--- src/rtl/mc_pkg.sv ---
// Shared definitions for the multi-cycle MIPS control unit: opcodes, state
// encodings, datapath select codes and the per-state control decode.
package mc_pkg;

  localparam int unsigned OP_W       = 6;
  localparam int unsigned ST_W       = 4;
  localparam int unsigned ALU_CODE_W = 3;

  localparam logic [OP_W-1:0] OP_RTYPE = 6'b000000;
  localparam logic [OP_W-1:0] OP_ADDI  = 6'b001000;
  localparam logic [OP_W-1:0] OP_LW    = 6'b100011;
  localparam logic [OP_W-1:0] OP_SW    = 6'b101011;
  localparam logic [OP_W-1:0] OP_BEQ   = 6'b000100;
  localparam logic [OP_W-1:0] OP_J     = 6'b000010;

  typedef enum logic [ST_W-1:0] {
    ST_IDLE   = 4'd0,
    ST_FETCH  = 4'd1,
    ST_DECODE = 4'd2,
    ST_REXE   = 4'd3,
    ST_RWB    = 4'd4,
    ST_IEXE   = 4'd5,
    ST_IWB    = 4'd6,
    ST_MADDR  = 4'd7,
    ST_MREAD  = 4'd8,
    ST_MWB    = 4'd9,
    ST_MWRITE = 4'd10,
    ST_BEQ    = 4'd11,
    ST_JUMP   = 4'd12,
    ST_HALT   = 4'd13,
    ST_TRAP   = 4'd14
  } state_e;

  localparam logic [ALU_CODE_W-1:0] ALUOP_FUNCT = 3'b000;
  localparam logic [ALU_CODE_W-1:0] ALUOP_ADDI  = 3'b001;
  localparam logic [ALU_CODE_W-1:0] ALUOP_ADD   = 3'b010;
  localparam logic [ALU_CODE_W-1:0] ALUOP_SUB   = 3'b011;

  localparam logic [1:0] PC_SRC_ALU    = 2'b00;
  localparam logic [1:0] PC_SRC_ALUOUT = 2'b01;
  localparam logic [1:0] PC_SRC_JUMP   = 2'b10;

  localparam logic [1:0] ALU_SRC_B_RT      = 2'b00;
  localparam logic [1:0] ALU_SRC_B_FOUR    = 2'b01;
  localparam logic [1:0] ALU_SRC_B_IMM     = 2'b10;
  localparam logic [1:0] ALU_SRC_B_IMM_SH2 = 2'b11;

  typedef struct packed {
    logic                  mem_req;
    logic                  mem_read;
    logic                  mem_write;
    logic                  iord;
    logic                  ir_write;
    logic                  pc_write;
    logic                  pc_write_cond;
    logic [1:0]            pc_source;
    logic                  alu_src_a;
    logic [1:0]            alu_src_b;
    logic [ALU_CODE_W-1:0] alu_op;
    logic                  ext_op;
    logic                  reg_dst;
    logic                  reg_write;
    logic                  mem_to_reg;
  } ctrl_t;

  // Moore control word for a state; ir_write/pc_write in FETCH are later
  // qualified by memory ready.
  function automatic ctrl_t decode_state(input state_e st);
    ctrl_t c;
    c = '0;
    case (st)
      ST_FETCH: begin
        c.mem_req   = 1'b1;
        c.mem_read  = 1'b1;
        c.ir_write  = 1'b1;
        c.pc_write  = 1'b1;
        c.alu_src_b = ALU_SRC_B_FOUR;
        c.alu_op    = ALUOP_ADD;
        c.pc_source = PC_SRC_ALU;
      end
      ST_DECODE: begin
        c.alu_src_b = ALU_SRC_B_IMM_SH2;
        c.alu_op    = ALUOP_ADD;
        c.ext_op    = 1'b1;
      end
      ST_REXE: begin
        c.alu_src_a = 1'b1;
        c.alu_src_b = ALU_SRC_B_RT;
        c.alu_op    = ALUOP_FUNCT;
      end
      ST_RWB: begin
        c.reg_dst   = 1'b1;
        c.reg_write = 1'b1;
      end
      ST_IEXE: begin
        c.alu_src_a = 1'b1;
        c.alu_src_b = ALU_SRC_B_IMM;
        c.alu_op    = ALUOP_ADDI;
        c.ext_op    = 1'b1;
      end
      ST_IWB: c.reg_write = 1'b1;
      ST_MADDR: begin
        c.alu_src_a = 1'b1;
        c.alu_src_b = ALU_SRC_B_IMM;
        c.alu_op    = ALUOP_ADD;
        c.ext_op    = 1'b1;
      end
      ST_MREAD: begin
        c.mem_req  = 1'b1;
        c.mem_read = 1'b1;
        c.iord     = 1'b1;
      end
      ST_MWB: begin
        c.reg_write  = 1'b1;
        c.mem_to_reg = 1'b1;
      end
      ST_MWRITE: begin
        c.mem_req   = 1'b1;
        c.mem_write = 1'b1;
        c.iord      = 1'b1;
      end
      ST_BEQ: begin
        c.alu_src_a     = 1'b1;
        c.alu_src_b     = ALU_SRC_B_RT;
        c.alu_op        = ALUOP_SUB;
        c.pc_write_cond = 1'b1;
        c.pc_source     = PC_SRC_ALUOUT;
      end
      ST_JUMP: begin
        c.pc_write  = 1'b1;
        c.pc_source = PC_SRC_JUMP;
      end
      default: c = '0;
    endcase
    return c;
  endfunction

endpackage

--- src/rtl/multicycle_control_if.sv ---
// Control-unit <-> datapath/memory signal bundle.
// Optional MC_ILLEGAL_TRAP_EN adds the sticky illegal_o flag.
interface multicycle_control_if #(
  parameter int unsigned ALUOP_W = 3,
  parameter int unsigned CNT_W   = 32
);
  import mc_pkg::*;

  logic                start_i;
  logic [OP_W-1:0]     op_i;
  logic                mem_ready_i;
  logic                mem_req_o;
  logic                mem_read_o;
  logic                mem_write_o;
  logic                iord_o;
  logic                ir_write_o;
  logic                pc_write_o;
  logic                pc_write_cond_o;
  logic [1:0]          pc_source_o;
  logic                alu_src_a_o;
  logic [1:0]          alu_src_b_o;
  logic [ALUOP_W-1:0]  alu_op_o;
  logic                ext_op_o;
  logic                reg_dst_o;
  logic                reg_write_o;
  logic                mem_to_reg_o;
  logic [CNT_W-1:0]    instr_cnt_o;
  logic                mem_err_o;
  logic [ST_W-1:0]     state_o;
`ifdef MC_ILLEGAL_TRAP_EN
  logic                illegal_o;
`endif

  // Control unit side
  modport master (
    input  start_i, op_i, mem_ready_i,
`ifdef MC_ILLEGAL_TRAP_EN
    output illegal_o,
`endif
    output mem_req_o, mem_read_o, mem_write_o, iord_o, ir_write_o,
           pc_write_o, pc_write_cond_o, pc_source_o, alu_src_a_o,
           alu_src_b_o, alu_op_o, ext_op_o, reg_dst_o, reg_write_o,
           mem_to_reg_o, instr_cnt_o, mem_err_o, state_o
  );

  // Datapath / memory side
  modport slave (
    output start_i, op_i, mem_ready_i,
`ifdef MC_ILLEGAL_TRAP_EN
    input  illegal_o,
`endif
    input  mem_req_o, mem_read_o, mem_write_o, iord_o, ir_write_o,
           pc_write_o, pc_write_cond_o, pc_source_o, alu_src_a_o,
           alu_src_b_o, alu_op_o, ext_op_o, reg_dst_o, reg_write_o,
           mem_to_reg_o, instr_cnt_o, mem_err_o, state_o
  );
endinterface

--- src/rtl/mc_wait_timer.sv ---
// Counts wait cycles of one memory access; expired_c flags the limit.
// MEM_TIMEOUT = 0 disables expiry.
module mc_wait_timer #(
  parameter int unsigned MEM_TIMEOUT = 15
) (
  input  logic clk_i,
  input  logic rst_i,
  input  logic clr,
  input  logic en,
  output logic expired_c
);
  localparam int unsigned TW = (MEM_TIMEOUT < 2) ? 1 : $clog2(MEM_TIMEOUT + 1);

  logic [TW-1:0] cnt_q;

  // Wait counter; holds at the limit so it never wraps.
  always_ff @(posedge clk_i or negedge rst_i) begin
    if (!rst_i) begin
      cnt_q <= '0;
    end else if (clr) begin
      cnt_q <= '0;
    end else if (en && !expired_c) begin
      cnt_q <= cnt_q + TW'(1);
    end
  end

  // Limit compare
  generate
    if (MEM_TIMEOUT == 0) begin : g_no_timeout
      assign expired_c = 1'b0;
    end else begin : g_timeout
      assign expired_c = (cnt_q == TW'(MEM_TIMEOUT));
    end
  endgenerate
endmodule

--- src/rtl/multicycle_control.sv ---
// Multi-cycle MIPS control FSM: sequences FETCH/DECODE/EXECUTE/MEM/WB,
// stalls on memory ready, halts on memory timeout, counts retirements.
// Optional MC_ILLEGAL_TRAP_EN: unsupported opcodes trap instead of NOP.
module multicycle_control
  import mc_pkg::*;
#(
  parameter int unsigned ALUOP_W     = 3,
  parameter int unsigned MEM_TIMEOUT = 15,
  parameter int unsigned CNT_W       = 32
) (
  input logic                  clk_i,
  input logic                  rst_i,
  multicycle_control_if.master bus
);

  state_e           state_q, state_d;
  ctrl_t            ctrl_q;
  logic [CNT_W-1:0] cnt_q;
  logic             err_q;
  logic             retire_c;
  logic             expired_c;
  logic             timer_clr_c;

  assign timer_clr_c = (state_d != state_q) || bus.mem_ready_i;

  mc_wait_timer #(.MEM_TIMEOUT(MEM_TIMEOUT)) u_wait_timer (
    .clk_i     (clk_i),
    .rst_i     (rst_i),
    .clr       (timer_clr_c),
    .en        (ctrl_q.mem_req),
    .expired_c (expired_c)
  );

  // Next-state and retire decision
  always_comb begin
    state_d  = state_q;
    retire_c = 1'b0;
    case (state_q)
      ST_IDLE:   if (bus.start_i) state_d = ST_FETCH;
      ST_FETCH: begin
        if (bus.mem_ready_i)  state_d = ST_DECODE;
        else if (expired_c)   state_d = ST_HALT;
      end
      ST_DECODE: begin
        case (bus.op_i)
          OP_RTYPE:     state_d = ST_REXE;
          OP_ADDI:      state_d = ST_IEXE;
          OP_LW, OP_SW: state_d = ST_MADDR;
          OP_BEQ:       state_d = ST_BEQ;
          OP_J:         state_d = ST_JUMP;
          default: begin
`ifdef MC_ILLEGAL_TRAP_EN
            state_d = ST_TRAP;
`else
            state_d = ST_FETCH;
`endif
          end
        endcase
      end
      ST_REXE:   state_d = ST_RWB;
      ST_IEXE:   state_d = ST_IWB;
      ST_MADDR:  state_d = (bus.op_i == OP_LW) ? ST_MREAD : ST_MWRITE;
      ST_MREAD: begin
        if (bus.mem_ready_i)  state_d = ST_MWB;
        else if (expired_c)   state_d = ST_HALT;
      end
      ST_MWRITE: begin
        if (bus.mem_ready_i) begin
          state_d  = ST_FETCH;
          retire_c = 1'b1;
        end else if (expired_c) begin
          state_d  = ST_HALT;
        end
      end
      ST_RWB, ST_IWB, ST_MWB, ST_BEQ, ST_JUMP: begin
        state_d  = ST_FETCH;
        retire_c = 1'b1;
      end
      ST_HALT:   state_d = ST_HALT;
      ST_TRAP:   state_d = ST_TRAP;
      default:   state_d = ST_IDLE;
    endcase
  end

  // State, registered control word, retire counter and sticky error
  always_ff @(posedge clk_i or negedge rst_i) begin
    if (!rst_i) begin
      state_q <= ST_IDLE;
      ctrl_q  <= '0;
      cnt_q   <= '0;
      err_q   <= 1'b0;
    end else begin
      state_q <= state_d;
      ctrl_q  <= decode_state(state_d);
      if (retire_c) cnt_q <= cnt_q + CNT_W'(1);
      if (state_d == ST_HALT) err_q <= 1'b1;
    end
  end

`ifdef MC_ILLEGAL_TRAP_EN
  logic illegal_q;

  // Sticky illegal-opcode flag
  always_ff @(posedge clk_i or negedge rst_i) begin
    if (!rst_i) begin
      illegal_q <= 1'b0;
    end else if (state_d == ST_TRAP) begin
      illegal_q <= 1'b1;
    end
  end

  assign bus.illegal_o = illegal_q;
`endif

  assign bus.mem_req_o       = ctrl_q.mem_req;
  assign bus.mem_read_o      = ctrl_q.mem_read;
  assign bus.mem_write_o     = ctrl_q.mem_write;
  assign bus.iord_o          = ctrl_q.iord;
  assign bus.ir_write_o      = ctrl_q.ir_write & bus.mem_ready_i;
  assign bus.pc_write_o      = ctrl_q.pc_write & (bus.mem_ready_i | ~ctrl_q.mem_req);
  assign bus.pc_write_cond_o = ctrl_q.pc_write_cond;
  assign bus.pc_source_o     = ctrl_q.pc_source;
  assign bus.alu_src_a_o     = ctrl_q.alu_src_a;
  assign bus.alu_src_b_o     = ctrl_q.alu_src_b;
  assign bus.alu_op_o        = ALUOP_W'(ctrl_q.alu_op);
  assign bus.ext_op_o        = ctrl_q.ext_op;
  assign bus.reg_dst_o       = ctrl_q.reg_dst;
  assign bus.reg_write_o     = ctrl_q.reg_write;
  assign bus.mem_to_reg_o    = ctrl_q.mem_to_reg;
  assign bus.instr_cnt_o     = cnt_q;
  assign bus.mem_err_o       = err_q;
  assign bus.state_o         = state_q;

endmodule

--- src/flat_wrapper.sv ---
// flat-port wrapper written by rule: the top's interface ports become plain ports
module multicycle_control_flat import mc_pkg::*;
#(
  parameter int unsigned ALUOP_W     = 3,
  parameter int unsigned MEM_TIMEOUT = 15,
  parameter int unsigned CNT_W       = 32
)
  (clk_i, rst_i, bus_start_i, bus_op_i, bus_mem_ready_i, bus_mem_req_o, bus_mem_read_o, bus_mem_write_o, bus_iord_o, bus_ir_write_o, bus_pc_write_o, bus_pc_write_cond_o, bus_pc_source_o, bus_alu_src_a_o, bus_alu_src_b_o, bus_alu_op_o, bus_ext_op_o, bus_reg_dst_o, bus_reg_write_o, bus_mem_to_reg_o, bus_instr_cnt_o, bus_mem_err_o, bus_state_o);
  multicycle_control_if #(.ALUOP_W(ALUOP_W), .CNT_W(CNT_W)) bus_i ();
  input logic clk_i;
  input logic rst_i;
  input wire logic [$bits(bus_i.start_i)-1:0] bus_start_i;
  input wire logic [$bits(bus_i.op_i)-1:0] bus_op_i;
  input wire logic [$bits(bus_i.mem_ready_i)-1:0] bus_mem_ready_i;
  output wire logic [$bits(bus_i.mem_req_o)-1:0] bus_mem_req_o;
  output wire logic [$bits(bus_i.mem_read_o)-1:0] bus_mem_read_o;
  output wire logic [$bits(bus_i.mem_write_o)-1:0] bus_mem_write_o;
  output wire logic [$bits(bus_i.iord_o)-1:0] bus_iord_o;
  output wire logic [$bits(bus_i.ir_write_o)-1:0] bus_ir_write_o;
  output wire logic [$bits(bus_i.pc_write_o)-1:0] bus_pc_write_o;
  output wire logic [$bits(bus_i.pc_write_cond_o)-1:0] bus_pc_write_cond_o;
  output wire logic [$bits(bus_i.pc_source_o)-1:0] bus_pc_source_o;
  output wire logic [$bits(bus_i.alu_src_a_o)-1:0] bus_alu_src_a_o;
  output wire logic [$bits(bus_i.alu_src_b_o)-1:0] bus_alu_src_b_o;
  output wire logic [$bits(bus_i.alu_op_o)-1:0] bus_alu_op_o;
  output wire logic [$bits(bus_i.ext_op_o)-1:0] bus_ext_op_o;
  output wire logic [$bits(bus_i.reg_dst_o)-1:0] bus_reg_dst_o;
  output wire logic [$bits(bus_i.reg_write_o)-1:0] bus_reg_write_o;
  output wire logic [$bits(bus_i.mem_to_reg_o)-1:0] bus_mem_to_reg_o;
  output wire logic [$bits(bus_i.instr_cnt_o)-1:0] bus_instr_cnt_o;
  output wire logic [$bits(bus_i.mem_err_o)-1:0] bus_mem_err_o;
  output wire logic [$bits(bus_i.state_o)-1:0] bus_state_o;
  assign bus_i.start_i = bus_start_i;
  assign bus_i.op_i = bus_op_i;
  assign bus_i.mem_ready_i = bus_mem_ready_i;
  assign bus_mem_req_o = bus_i.mem_req_o;
  assign bus_mem_read_o = bus_i.mem_read_o;
  assign bus_mem_write_o = bus_i.mem_write_o;
  assign bus_iord_o = bus_i.iord_o;
  assign bus_ir_write_o = bus_i.ir_write_o;
  assign bus_pc_write_o = bus_i.pc_write_o;
  assign bus_pc_write_cond_o = bus_i.pc_write_cond_o;
  assign bus_pc_source_o = bus_i.pc_source_o;
  assign bus_alu_src_a_o = bus_i.alu_src_a_o;
  assign bus_alu_src_b_o = bus_i.alu_src_b_o;
  assign bus_alu_op_o = bus_i.alu_op_o;
  assign bus_ext_op_o = bus_i.ext_op_o;
  assign bus_reg_dst_o = bus_i.reg_dst_o;
  assign bus_reg_write_o = bus_i.reg_write_o;
  assign bus_mem_to_reg_o = bus_i.mem_to_reg_o;
  assign bus_instr_cnt_o = bus_i.instr_cnt_o;
  assign bus_mem_err_o = bus_i.mem_err_o;
  assign bus_state_o = bus_i.state_o;
  multicycle_control #(.ALUOP_W(ALUOP_W), .MEM_TIMEOUT(MEM_TIMEOUT), .CNT_W(CNT_W)) u_core (.clk_i(clk_i), .rst_i(rst_i), .bus(bus_i));
endmodule
--- config.mk ---
export PLATFORM = sky130hd
export DESIGN_NAME = multicycle_control_flat
export DESIGN_NICKNAME = d
export VERILOG_FILES = /design/src/rtl/mc_pkg.sv /design/src/rtl/multicycle_control_if.sv /design/src/rtl/mc_wait_timer.sv /design/src/rtl/multicycle_control.sv /design/src/flat_wrapper.sv
export SDC_FILE = /design/constraint.sdc
export NUM_CORES = 1
export LEC_CHECK = 0
export BUFFER_PORTS_ARGS = -buffer_cell sky130_fd_sc_hd__buf_2
export CAP_MARGIN = 20
export CORE_UTILIZATION = 39
export CTS_CLUSTER_DIAMETER = 60
export DETAILED_ROUTE_END_ITERATION = 10
export PLACE_DENSITY = 0.65
export SLEW_MARGIN = 20
export SYNTH_ARGS = -nofsm -noshare
export SYNTH_HDL_FRONTEND = slang
export SYNTH_SLANG_ARGS = --single-unit
--- constraint.sdc ---
create_clock -name clk_i -period 4.79 [get_ports clk_i]
set_clock_uncertainty 0.05 [all_clocks]
set_input_delay 0.2395 -clock clk_i [delete_from_list [all_inputs] [get_ports clk_i]]
set_output_delay 0.2395 -clock clk_i [all_outputs]
set_load 0.03 [all_outputs]
---- Word level (Yosys, flattened, before mapping) ----
Cells that the tools add are included.
operators by class
  bitwise operators ....................... 4
  add/subtract/negate cells ............... 2
  mux-type cells .......................... 26
  reduce and logical (&&, ||, !) cells .... 15
  equal/unequal tests ..................... 34
operator list
  kind                     number
  $eq A4 B4 Y1 const B     14
  $pmux W4 S11             1
  $add A32 B1 Y32 const B  1
  $eq A4 B3 Y1 const B     8
  $mux W4                  7
  $pmux W5 S5              1
  $pmux W4 S5              1
  $eq A4 B2 Y1 const B     4
  $mux W1                  13
  $eq A6 B6 Y1 const B     2
  $reduce_or A3 Y1         3
  $eq A4 B1 Y1 const B     2
  $reduce_or A2 Y1         4
  $eq A6 B2 Y1 const B     1
  $eq A6 B3 Y1 const B     1
  $eq A6 B4 Y1 const B     1
  $logic_not A6 Y1         1
  $reduce_or A5 Y1         1
  $add A4 B1 Y4 const B    1
  $logic_not A4 Y1         1
  $ne A4 B4 Y1             1
  $pmux W2 S2              1
  $reduce_or A4 Y1         1
  $and A1 B1 Y1            2
  other kinds (8)          8
storage, ports and cells
  output and inout port bits .............. 56
  register bits ........................... 60
  input bits .............................. 10

---- Longest topological paths before layout ----
  depth in word-level cells ............... 7
  depth in mapped cells ................... 8
  gate-level depth less buffers ........... 7

---- By module ----
From an unflattened synthesis, not the netlist that was laid out.
second synthesis, totals
  cell total of the unflattened synthesis .. 280
  area total of the unflattened synthesis .. 2902.8 sq um
by module, submodules not included
  module              cells each  times used  sequential area each (sq um)  area an instance (sq um)
  multicycle_control  260         1           1351.3                        2673.8
  mc_wait_timer       20          1           100.1                         229.0

---- Worst setup path before layout ----
No wires, ideal clock.
  path type ............................... flip-flop to flip-flop
  from .................................... register u_core.state_q[1], in the netlist u_core.bus.state_o[1]
  to ...................................... register u_core.cnt_q[31], in the netlist u_core.bus.instr_cnt_o[31]
  setup time .............................. 0.133 ns
  required time ........................... 4.607 ns
  data arrival time ....................... 2.297 ns
  cell stages (with the launch flop) ...... 8
  slack ................................... 2.311 ns
  cell sequence ........................... dfrtp_1 clkbuf_1 buf_2 a21oi_1 o32ai_4 nand4_2 or4_1 xnor2_1
on the way
  word-level cells in the longest chain between the ends .. 3
  elaborated cells on any way between the ends .. 8
  classes of those cells .................. eq/ne (6); mux (1); reduce/logical (1)
RTL lines
  what                                          RTL line                  RTL
  from (decl)                                   multicycle_control.sv:16  state_e state_q, state_d;
  from (signal assigned)                        multicycle_control.sv:93  state_q <= state_d;
  $eq A4 B3 Y1 or $eq A4 B4 Y1 (tied branches)  multicycle_control.sv:38  case (state_q)
  $reduce_or A5 Y1                              multicycle_control.sv:38
  $pmux W1 S2 (*)                               multicycle_control.sv:38
  to (signal assigned)                          multicycle_control.sv:95  if (retire_c) cnt_q <= cnt_q + CNT_W'(1);
  to (decl)                                     multicycle_control.sv:18  logic [CNT_W-1:0] cnt_q;
Every way passes the cells marked *; elsewhere a longest branch is shown, timed or not.
A chain may end at the register's enable or synchronous reset.

---- Final worst setup path ----
  from .................................... register u_core.state_q[3], in the netlist u_core.bus.state_o[3]
  to ...................................... register u_core.u_wait_timer.cnt_q[2]
on the way
  word-level cells in the longest chain between the ends .. 6
  elaborated cells on any way between the ends .. 26
  classes of those cells .................. eq/ne (15); mux (7); reduce/logical (4)
RTL lines
  what                                           RTL line                  RTL
  $eq A4 B3 Y1 (tied with other cells)           multicycle_control.sv:38
  $reduce_or A5 Y1 (tied with other cells)       multicycle_control.sv:38
  $pmux W4 S11                                   multicycle_control.sv:38
  $ne A4 B4 Y1 (*)                               multicycle_control.sv:24  assign timer_clr_c = (state_d != state_q) || bus.mem_ready_i;
  $logic_or A1 B1 Y1 (*)                         multicycle_control.sv:24
  $mux W4 or $reduce_bool A2 Y1 (tied branches)  -
  to (signal assigned)                           mc_wait_timer.sv:23       cnt_q <= cnt_q + TW'(1);
  to (decl)                                      mc_wait_timer.sv:14       logic [TW-1:0] cnt_q;
Marked as above.

==> summary.txt <==
======================================================================================================
Net count after synthesis                                                                          302
TritonCTS clock tree                                                                               yes
DR vias                                                                                           2306
Sequential share of the synthesized area                                                        48.68%
Unique masters post-synth                                                                           59
Dpl ws                                                                                        2.160 ns
Pins over their slew limit                                                                           0
Most repeated cell in the gate-level netlist after synthesis                                   dfrtp_1
Hold Buf Count CTS                                                                                   0
Clock transition at the register clock pins on the worst setup and hold paths after CTS        0.07 ns
Hold WC Path Type                                                                             in2async
Main synth FF type                                                                             dfrtp_1
Reg2reg start                                                                             u_core.bus.state_o[3]
Number of nets with antenna violations after detailed routing                                        0
HPWL reported at the end of detailed placement                                                4.362 mm
Chip Height                                                                                   89.44 um
CTS sink cnt                                                                                        58
Cells on worst reg2reg path                                                                          5
Final critical delay including setup and external delays                                      2.672 ns
Area delta synth->final                                                                         19.30%
Failing checks                                                                            negative hold slack
# setup viols final                                                                                  0
Top-Level Pins                                                                                      66
Master cell of the clock root buffer                                                          clkbuf_8
YS warnings                                                                                          0
Final critical-path share of the clock period                                                   55.78%
Number of antenna violations at the first check in global routing                                    0
Maximum operating frequency                                                                  374.3 MHz
CTS buffer count                                                                                     9
Number of enable-type register cells in the synthesized netlist                                      0
Number of global-route vias before repair                                                         2015
DRC                                                                                                  0
Critical path required time                                                                    4.97 ns
Leak pwr                                                                                      1.769 nW
Average cell area after synthesis                                                            10.28 um2
# port buffers                                                                                      64
Setup slack on the worst flop-to-flop path                                                     2.12 ns
Crit path kind                                                                                 reg2reg
Cell type contributing the most total cell area after synthesis                                dfrtp_1
Flop and latch count out of synthesis                                                               58
Average wire per standard cell                                                                13.55 um
Number of vias per cell after detailed routing                                                   5.113
Share of the synthesized area in the top cell type                                              48.68%
Status                                                                                    complete, but fails checks
Max-cap viol count                                                                                   0
Global placer's final weighted congestion                                                       0.7647
Setup slack of the critical path after layout                                                 2.118 ns
Total wire length                                                                             6.110 mm
Global route total overflow                                                                          0
Final total negative setup slack                                                                  0 ns
Worst-case clock buffer depth                                                                        2
RSZ-0062 raised after global routing                                                             false
Largest driver fanout on the critical path                                                          22
Number of nets in the layout                                                                       359
Post-cts sizing count                                                                                0
Clock latency on the worst-skew pair                                                           0.33 ns
Largest net degree at the start of global routing                                                   59
Number of standard cells after synthesis                                                           290
Area of the placeable core                                                                0.007331 mm2
Worst setup path startpoint                                                               u_core.bus.state_o[3]
Power density over the cells                                                              544.5 mW/mm2
Synth area leaders                                                                        dfrtp_1, xor2_1, xnor2_1
Post-CTS setup buffer count                                                                          0
Capture point of the worst reg-to-reg path                                                u_core.u_wait_timer.cnt_q[2]
Critical path data arrival time                                                                2.85 ns
Proportion of layout cells with a drive suffix above 1                                          26.99%
Tightest hold margin                                                                      -0.002234 ns
Wire length of the first global-routing pass                                                  9.791 mm
H-tree depth                                                                                         3
Worst Setup End Kind                                                                          register
Overall die area                                                                          0.007999 mm2
Top cells by instance count after synthesis                                               dfrtp_1, nand2_1, nor2_1
Global routing usage summed across all routing layers                                           16.34%
Initial DRT Pass Iterations                                                                          5
Worst Setup EP                                                                            u_core.u_wait_timer.cnt_q[2]
Max transition margin                                                                           52.12%
Worst Tran Pin Value                                                                         0.7182 ns
Initial cell density of the core                                                                40.67%
Std-Cell Rows                                                                                       31
Violation count after the first detailed-routing iteration                                         165
Post-synthesis async set-or-reset flop share                                                    100.0%
X dimension of the die                                                                        89.44 um
Final hold viol count                                                                                1
Count of antenna diodes in the layout                                                                0
Post-Syn Area                                                                             0.002982 mm2
Max IR drop VDD                                                                              0.3449 mV
Startpoint kind of the worst setup timing path                                                register
======================================================================================================
-- cells in the final DEF, fill, tap and decap left out, types with 3 or more instances in the layout --
cell type / count
buf_2: 64
dfrtp_1: 58
nor2_1: 20
nand2_1: 20
xor2_1: 18
xnor2_1: 17
nand3_1: 16
nor3_1: 13
inv_1: 12
clkbuf_8: 12
nand2b_1: 7
nand4_1: 7
a21oi_1: 5
nor2b_1: 4
nor4b_1: 4
and2_1: 4
nand3b_1: 4
nand4b_1: 3
a31oi_1: 3
and3_1: 3
nor4_1: 3
and4_1: 3
-- per-layer routing --
metal  share of wire, %  wire length (um)  up-vias  track usage [%]
li1                   -                 -     1135                -
met1                 49              3015     1120            23.29
met2                 45              2774       49            23.73
met3                4.9               298        2            6.279
met4               0.34                21        0            3.030
met5                  0                 0        -                0
-- per-stage QoR --
step	cell area, um2	power, mW	cells	util (%)	hold WS [ns]
after floorplan	2982	1.277	290	-	-0.1061
after global placement	3319	1.415	435	45.28	0.3724
after detailed placement	3319	1.425	435	45.28	0.3765
after CTS	3557	1.952	451	48.52	0.01374
after global routing	3557	2.061	451	48.52	0.06514
final	3557	1.937	451	48.52	-0.002234
-- worst max-delay path, stage by stage, from the launching register on --
cell and delay, ns:
dfrtp_1 0.61, or4b_1 0.62, a211o_1 0.31, and3_1 0.25, a221o_1 0.46, nor4_2 0.28
-- logic make-up after synthesis --
family	count (synthesis)	synth area share [%]
buffers and inverters	33	5.581
DFF	58	48.68
muxes	3	1.091
adders and majority gates	2	0.8391
other	1	0.1258
and+or+nand+nor	128	24.93
xor gates and xnor gates	35	10.28
AOI/OAI and AO/OA	30	8.477
-- worst min-delay path by stage --
stage	end	depth (start not counted)	startpoint
2_1_floorplan	u_core.bus.alu_op_o[0]	0	rst_i
3_3_place_gp	u_core.bus.instr_cnt_o[31]	2	rst_i
3_5_place_dp	u_core.bus.instr_cnt_o[31]	2	rst_i
4_1_cts	u_core.bus.mem_write_o	2	rst_i
5_1_grt	u_core.bus.mem_write_o	2	rst_i
6_report	u_core.bus.instr_cnt_o[27]	2	rst_i
-- state kept, by name, indices dropped and copies added (netlist names), 2 cells and up --
name                       count
u_core.bus.instr_cnt_o        32
u_core.bus.state_o             4
u_core.bus.alu_src_b_o         2
u_core.bus.alu_op_o            2
u_core.u_wait_timer.cnt_q      4
u_core.bus.pc_source_o         2
u_core.ctrl_q                  2
-- area by class of cell --
cell class,instances,area [um2]
Fill cell,677,3774
Timing Repair Buffer,65,327.8
Clock buffer,12,165.2
Clock inverter,4,72.57
Multi-Input combinational cell,199,1364
Sequential cell,58,1451
Tap cell,99,123.9
Inverter,14,52.55
-- where the power goes --
group	internal (mW)	leakage, nW	switching, mW
combinational	0.258	0.880	0.459
sequential	0.577	0.771	0.123
clock	0.335	0.119	0.185
total	1.17	1.77	0.767
No activity file was read; power rests on OpenSTA's default activity.
